--- config.mk ---
export PLATFORM = sky130hd
export DESIGN_NAME = adder_stim_gen
export DESIGN_NICKNAME = d
export VERILOG_FILES = /design/src/rtl/adder_stim_gen.sv
export SDC_FILE = /design/constraint.sdc
export NUM_CORES = 1
export LEC_CHECK = 0
export CORE_UTILIZATION = 35
export DETAILED_ROUTE_END_ITERATION = 10
export PLACE_DENSITY = 0.67
export SLEW_MARGIN = 20
export SYNTH_ARGS = -nofsm -noshare
export SYNTH_HDL_FRONTEND = slang
export SYNTH_SLANG_ARGS = --single-unit
--- constraint.sdc ---
create_clock -name clk -period 5.2 [get_ports clk]
set_clock_uncertainty 0.05 [all_clocks]
set_input_delay 1.04 -clock clk [delete_from_list [all_inputs] [get_ports clk]]
set_output_delay 1.04 -clock clk [all_outputs]
set_load 0.02 [all_outputs]
--- src/rtl/adder_stim_gen.sv ---
// Operand generator and sum checker for bring-up of an adder: issues directed and
// LFSR operand pairs, compares returned sums against a latency-matched expected pipe.
`timescale 1ns/1ps
module adder_stim_gen #(
  parameter int unsigned     DW    = 9,
  parameter int unsigned     NUM_W = 16,
  parameter int unsigned     LAT   = 1,
  parameter logic [2*DW-1:0] SEED  = 18'h1A5A5
) (
  input  logic             clk,
  input  logic             rst,
  input  logic             start,
  input  logic [NUM_W-1:0] num_ops,
  input  logic             gap_en,
  output logic [DW-1:0]    data_in0,
  output logic [DW-1:0]    data_in1,
  output logic             in_valid,
  input  logic [DW:0]      data_out,
  input  logic             out_valid,
  output logic             busy,
  output logic             done,
  output logic             mismatch,
  output logic [NUM_W-1:0] pass_cnt,
  output logic [NUM_W-1:0] err_cnt
);

  localparam int unsigned     LfsrW    = 2 * DW;
  localparam logic [LfsrW-1:0] SeedInit = (SEED == '0) ? LfsrW'(1) : SEED;
  localparam int unsigned     CntW     = (LAT > 1) ? $clog2(LAT) : 1;

  typedef enum logic [1:0] {StIdle, StSend, StDrain, StDone} state_e;

  state_e             state_q, state_d;
  logic [NUM_W-1:0]   num_ops_q, num_ops_d;
  logic               gap_en_q, gap_en_d;
  logic [NUM_W-1:0]   op_idx_q, op_idx_d;
  logic               gap_skip_q, gap_skip_d;
  logic [CntW-1:0]    drain_cnt_q, drain_cnt_d;
  logic [LfsrW-1:0]   lfsr_q, lfsr_d;
  logic [DW-1:0]      a_q, a_d, b_q, b_d;
  logic               vld_q, vld_d;
  logic [NUM_W-1:0]   pass_q, pass_d, err_q, err_d;
  logic               mismatch_q, mismatch_d;
  logic               done_q, done_d;
  logic               dl_vld_q [LAT];
  logic [DW:0]        dl_sum_q [LAT];

  logic               accept, issue, last_op, fb;
  logic               tail_vld, good, bad;
  logic [DW:0]        tail_sum, sum_in;

  // Taps x^18 + x^11 + 1
  assign fb       = lfsr_q[LfsrW-1] ^ lfsr_q[LfsrW-8];
  assign sum_in   = {1'b0, a_q} + {1'b0, b_q};
  assign tail_vld = dl_vld_q[LAT-1];
  assign tail_sum = dl_sum_q[LAT-1];
  assign good     = tail_vld && out_valid && (data_out == tail_sum);
  assign bad      = (tail_vld && !good) || (!tail_vld && out_valid);

  always_comb begin
    state_d = state_q;
    accept  = 1'b0;
    issue   = 1'b0;
    last_op = 1'b0;
    case (state_q)
      StIdle: begin
        if (start) begin
          accept  = 1'b1;
          state_d = (num_ops == '0) ? StDone : StSend;
        end
      end
      StSend: begin
        issue   = !(gap_en_q && gap_skip_q);
        last_op = issue && (op_idx_q == num_ops_q - NUM_W'(1));
        if (last_op) state_d = StDrain;
      end
      StDrain: begin
        if (drain_cnt_q == CntW'(LAT - 1)) state_d = StDone;
      end
      StDone:  state_d = StIdle;
      default: state_d = StIdle;
    endcase
  end

  always_comb begin
    num_ops_d   = accept ? num_ops : num_ops_q;
    gap_en_d    = accept ? gap_en : gap_en_q;
    op_idx_d    = accept ? '0 : (issue ? op_idx_q + NUM_W'(1) : op_idx_q);
    gap_skip_d  = accept ? 1'b0 : ((state_q == StSend) ? issue : gap_skip_q);
    drain_cnt_d = (state_q == StDrain) ? drain_cnt_q + CntW'(1) : '0;
    vld_d       = issue;
    a_d         = '0;
    b_d         = '0;
    lfsr_d      = lfsr_q;
    if (issue) begin
      if (op_idx_q == NUM_W'(1)) begin
        a_d = '1;
        b_d = '1;
      end else if (op_idx_q != '0) begin
        a_d    = lfsr_q[DW-1:0];
        b_d    = lfsr_q[LfsrW-1:DW];
        lfsr_d = {lfsr_q[LfsrW-2:0], fb};
      end
    end
  end

  // Checking is independent of the FSM so stray out_valid is caught while idle
  always_comb begin
    pass_d     = pass_q;
    err_d      = err_q;
    mismatch_d = bad;
    done_d     = (state_q == StDone);
    if (accept) begin
      pass_d = '0;
      err_d  = '0;
    end else begin
      if (good && (pass_q != '1)) pass_d = pass_q + NUM_W'(1);
      if (bad && (err_q != '1))   err_d  = err_q + NUM_W'(1);
    end
  end

  always_ff @(posedge clk) begin
    if (rst) begin
      state_q     <= StIdle;
      num_ops_q   <= '0;
      gap_en_q    <= 1'b0;
      op_idx_q    <= '0;
      gap_skip_q  <= 1'b0;
      drain_cnt_q <= '0;
      lfsr_q      <= SeedInit;
      a_q         <= '0;
      b_q         <= '0;
      vld_q       <= 1'b0;
      pass_q      <= '0;
      err_q       <= '0;
      mismatch_q  <= 1'b0;
      done_q      <= 1'b0;
      for (int i = 0; i < LAT; i++) begin
        dl_vld_q[i] <= 1'b0;
        dl_sum_q[i] <= '0;
      end
    end else begin
      state_q     <= state_d;
      num_ops_q   <= num_ops_d;
      gap_en_q    <= gap_en_d;
      op_idx_q    <= op_idx_d;
      gap_skip_q  <= gap_skip_d;
      drain_cnt_q <= drain_cnt_d;
      lfsr_q      <= lfsr_d;
      a_q         <= a_d;
      b_q         <= b_d;
      vld_q       <= vld_d;
      pass_q      <= pass_d;
      err_q       <= err_d;
      mismatch_q  <= mismatch_d;
      done_q      <= done_d;
      dl_vld_q[0] <= vld_q;
      dl_sum_q[0] <= sum_in;
      for (int i = 1; i < LAT; i++) begin
        dl_vld_q[i] <= dl_vld_q[i-1];
        dl_sum_q[i] <= dl_sum_q[i-1];
      end
    end
  end

  assign data_in0 = a_q;
  assign data_in1 = b_q;
  assign in_valid = vld_q;
  assign busy     = (state_q == StSend) || (state_q == StDrain);
  assign done     = done_q;
  assign mismatch = mismatch_q;
  assign pass_cnt = pass_q;
  assign err_cnt  = err_q;

endmodule

==> key figures <==
Hold path
  • Hold crit path type: flop to flop
  • Hold_sp: drain_cnt_q

STA
  • Final setup violation count: 0
  • Slew HR: 35.4%
  • Slew Limit Fails: 0
  • Tcrit/Tclk final: 61.9%
  • Slew of the pin with the lowest slew margin: 963 ps
  • Min Tclk post-route: 3220 ps
  • Max Clk Rate: 311 MHz
  • Final TNS setup: 0 ps
  • Final hold vios: 0
  • Unrepaired setup endpoints after global routing: false

Yosys
  • Synth Instances: 685
  • Mapped Area: 5730 sq um
  • Async set-reset flop share out of synthesis: 0%
  • Yosys reg bits: 119
  • Synth warn: 0
  • EDFF count, synth: 0
  • Commonest cells in the netlist: 123 x nand2_1, 119 x dfxtp_1, 63 x nor2_1
  • Synth area leader: dfxtp_1
  • Top-count cell post-synth: nand2_1
  • Mean Syn Cell Area: 8.36 sq um
  • Sequential element share of the synthesized area: 41.6%
  • Synthesized net count: 737
  • Most frequently used flop master after synthesis: dfxtp_1
  • Synth unique cells: 61
  • Yosys top cell area share: 41.6%
  • Top cells by area, synth: dfxtp_1 42%, nand2_1 8.1%, xor2_1 6.7%

Final layout
  • Ant. Diodes: 0
  • Layout cells sized above 1: 6.82%
  • # fillers: 1564
  • Non-Filler Instances: 979
  • Design area: 7260 sq um
  • Synth-to-layout area growth: 26.9%
  • Nets: 803

Floorplan
  • Die width: 130 um
  • Rows: 46
  • Total core area: 15900 sq um
  • Die Footprint: 16900 sq um
  • Chip height: 130 um
  • Boundary pin count: 85
  • Initial core utilization: 35.9%

Worst setup path
  • Arr. time, crit path: 3530 ps
  • Required time worst endpoint: 5510 ps
  • Critical path origin: data_out[9]
  • Critical path fanouts, max: 12
  • Reg2Reg Launch Point: op_idx_q[2]
  • CP max stage delay: 510 ps
  • Most numerous cell on the critical path: nand3_1
  • Crit start category: primary input
  • Critical path class: primary input to flop
  • Critical-path cell list: clkdlybuf4s50_1 > xor2_1 > nor4_1 > nand3_1 > a21oi_1 > nand3_1 > or4_1 > nand2_1
  • CP endpoint kind: flop
  • Crit-path slowest cell: or4_1

Global routing
  • GRT Total Usage: 16.7%
  • Largest net degree at the start of global routing: 30
  • Vias in the first global route: 4411
  • First-pass GRT wire length: 21.7 mm
  • GRT Residual Overflow: 0
  • Initial antenna violation count: 0

Clocking
  • Hold buffer count at cts: 0
  • CTS tree: done
  • Clock latency on the worst-skew pair: 420 ps
  • CTS max path bufs: 2
  • Num CTS Buffers: 17
  • Clk sinks: 119
  • Post_cts resized: 0
  • H-Tree Depth: 4
  • Root Driver: clkbuf_16
  • Setup Buffers After CTS: 0
  • Clock transition at path regs: 60 ps

Pwr
  • Clock share of power: 45.8%
  • Pwr dens: 352 nW/um^2
  • Worst vdd rail ir drop: 216 uV
  • Sw frac: 28.4%
  • Int Power: 0.00183 W
  • Comb power frac: 15.1%
  • Leakage: 2.69 nW
  • P_sw: 0.000726 W
  • Sequential Power Share: 39.1%

Routing
  • Final ANT Viol Nets: 0
  • Final WL: 13.4 mm
  • Vias: 4786
  • First-pass DRT Iterations: 4
  • WL/cell: 13.7 um
  • Vias/cell: 4.89
  • DRC viols: 0
  • Drt first-iter violations: 250

Run
  • Max-cap violations: 0

Placed design
  • Placed cell count: 948
  • Placement Cell Area: 6680 sq um
  • Port bufs: 84
  • DP Wirelength: 9.63 mm
  • RePlAce Congestion: 0.789

Status
  • Outcome: completed
==> cells in the final DEF, fill, tap and decap left out, drive strengths merged, types with 4 or more instances in the layout <==
master	netlist	layout
a211oi	4	4
a21oi	57	57
and2	4	4
and3	6	6
and4	4	4
clkbuf	31	17
clkdlybuf4s50	0	83
clkinvlp	0	4
dfxtp	119	119
ha	20	20
inv	21	29
nand2	123	123
nand2b	4	4
nand3	21	21
nand3b	10	10
nand4	22	22
nor2	63	63
nor2b	5	5
nor3	11	11
nor3b	4	4
nor4	13	13
o211ai	8	8
o21ai	7	7
or2	4	4
or4	11	11
xnor2	26	26
xor2	44	44
==> sequential cells by signal (all words and copies together) (netlist names), 2 cells and up <==
| signal | flops |
|---|---|
| data_in0 | 9 |
| lfsr_q | 18 |
| state_q | 2 |
| data_in1 | 9 |
| err_cnt | 16 |
| op_idx_q | 16 |
| dl_sum_q | 10 |
| num_ops_q | 16 |
| pass_cnt | 16 |
==> power by group through the flow <==
stage | clock, W | combinational (W) | sequential (W)
2_1_floorplan | 0 | 0.000282 | 0.00101
3_5_place_dp | 0 | 0.000387 | 0.00102
6_report | 0.00117 | 0.000385 | 0.00100
3_3_place_gp | 0 | 0.000386 | 0.00102
5_1_grt | 0.00124 | 0.000430 | 0.00101
4_1_cts | 0.00120 | 0.000390 | 0.000999
==> worst max-delay path, delay by kind of cell <==
kind	cells	cell delay, ps
compound gates	1	380
xor+xnor	1	150
buf+inv	1	440
simple gates	5	1520
==> kinds of logic (layout without fill, tap and decap cells) <==
logic type	after synthesis	count (layout)	synth area share [%]
muxes	3	3	0.524
xor gates and xnor gates	70	70	10.7
DFF	119	119	41.6
adders and majority gates	21	21	4.72
and+or+nand+nor	315	315	27.5
buffers and inverters	60	138	4.41
AOI/OAI and AO/OA	97	97	10.5
==> layer usage <==
metal / part of all wire, % / global-route usage [%]
met5: 0 / 0
met3: 3.4 / 4.72
met2: 49 / 28.2
met1: 46 / 20.2
met4: 1.6 / 6.57
==> path summary, 6_finish.rpt <==
kind / to / slack [ps] / cells after the start
max: pass_cnt[4] / 1980 / 8
min: drain_cnt_q / 370 / 1
min reg2reg: drain_cnt_q / 370 / 1
max reg2reg: lfsr_q[0] / 2350 / 6
==> metrics by stage <==
stage	utilization, %	total power [W]	worst slack, ps	hold WS (ps)
final	45.6	0.00256	1980	372
after global routing	45.6	0.00268	1760	384
after CTS	45.6	0.00259	1980	373
after detailed placement	41.9	0.00141	1550	365
after global placement	41.9	0.00140	1650	359
after floorplan	-	0.00129	2450	348
==> layout make-up <==
| cell class | instances | area, sq um | share of cell area [%] |
|---|---|---|---|
| clock inverter | 14 | 163 | 2.24 |
| multi-input combinational | 506 | 3090 | 42.6 |
| timing repair buffer | 86 | 851 | 11.7 |
| tap | 216 | 270 | 3.72 |
| sequential | 119 | 2380 | 32.8 |
| inverter | 21 | 78.8 | 1.09 |
| clock buffer | 17 | 425 | 5.86 |
(Power assumes the default switching activity.)
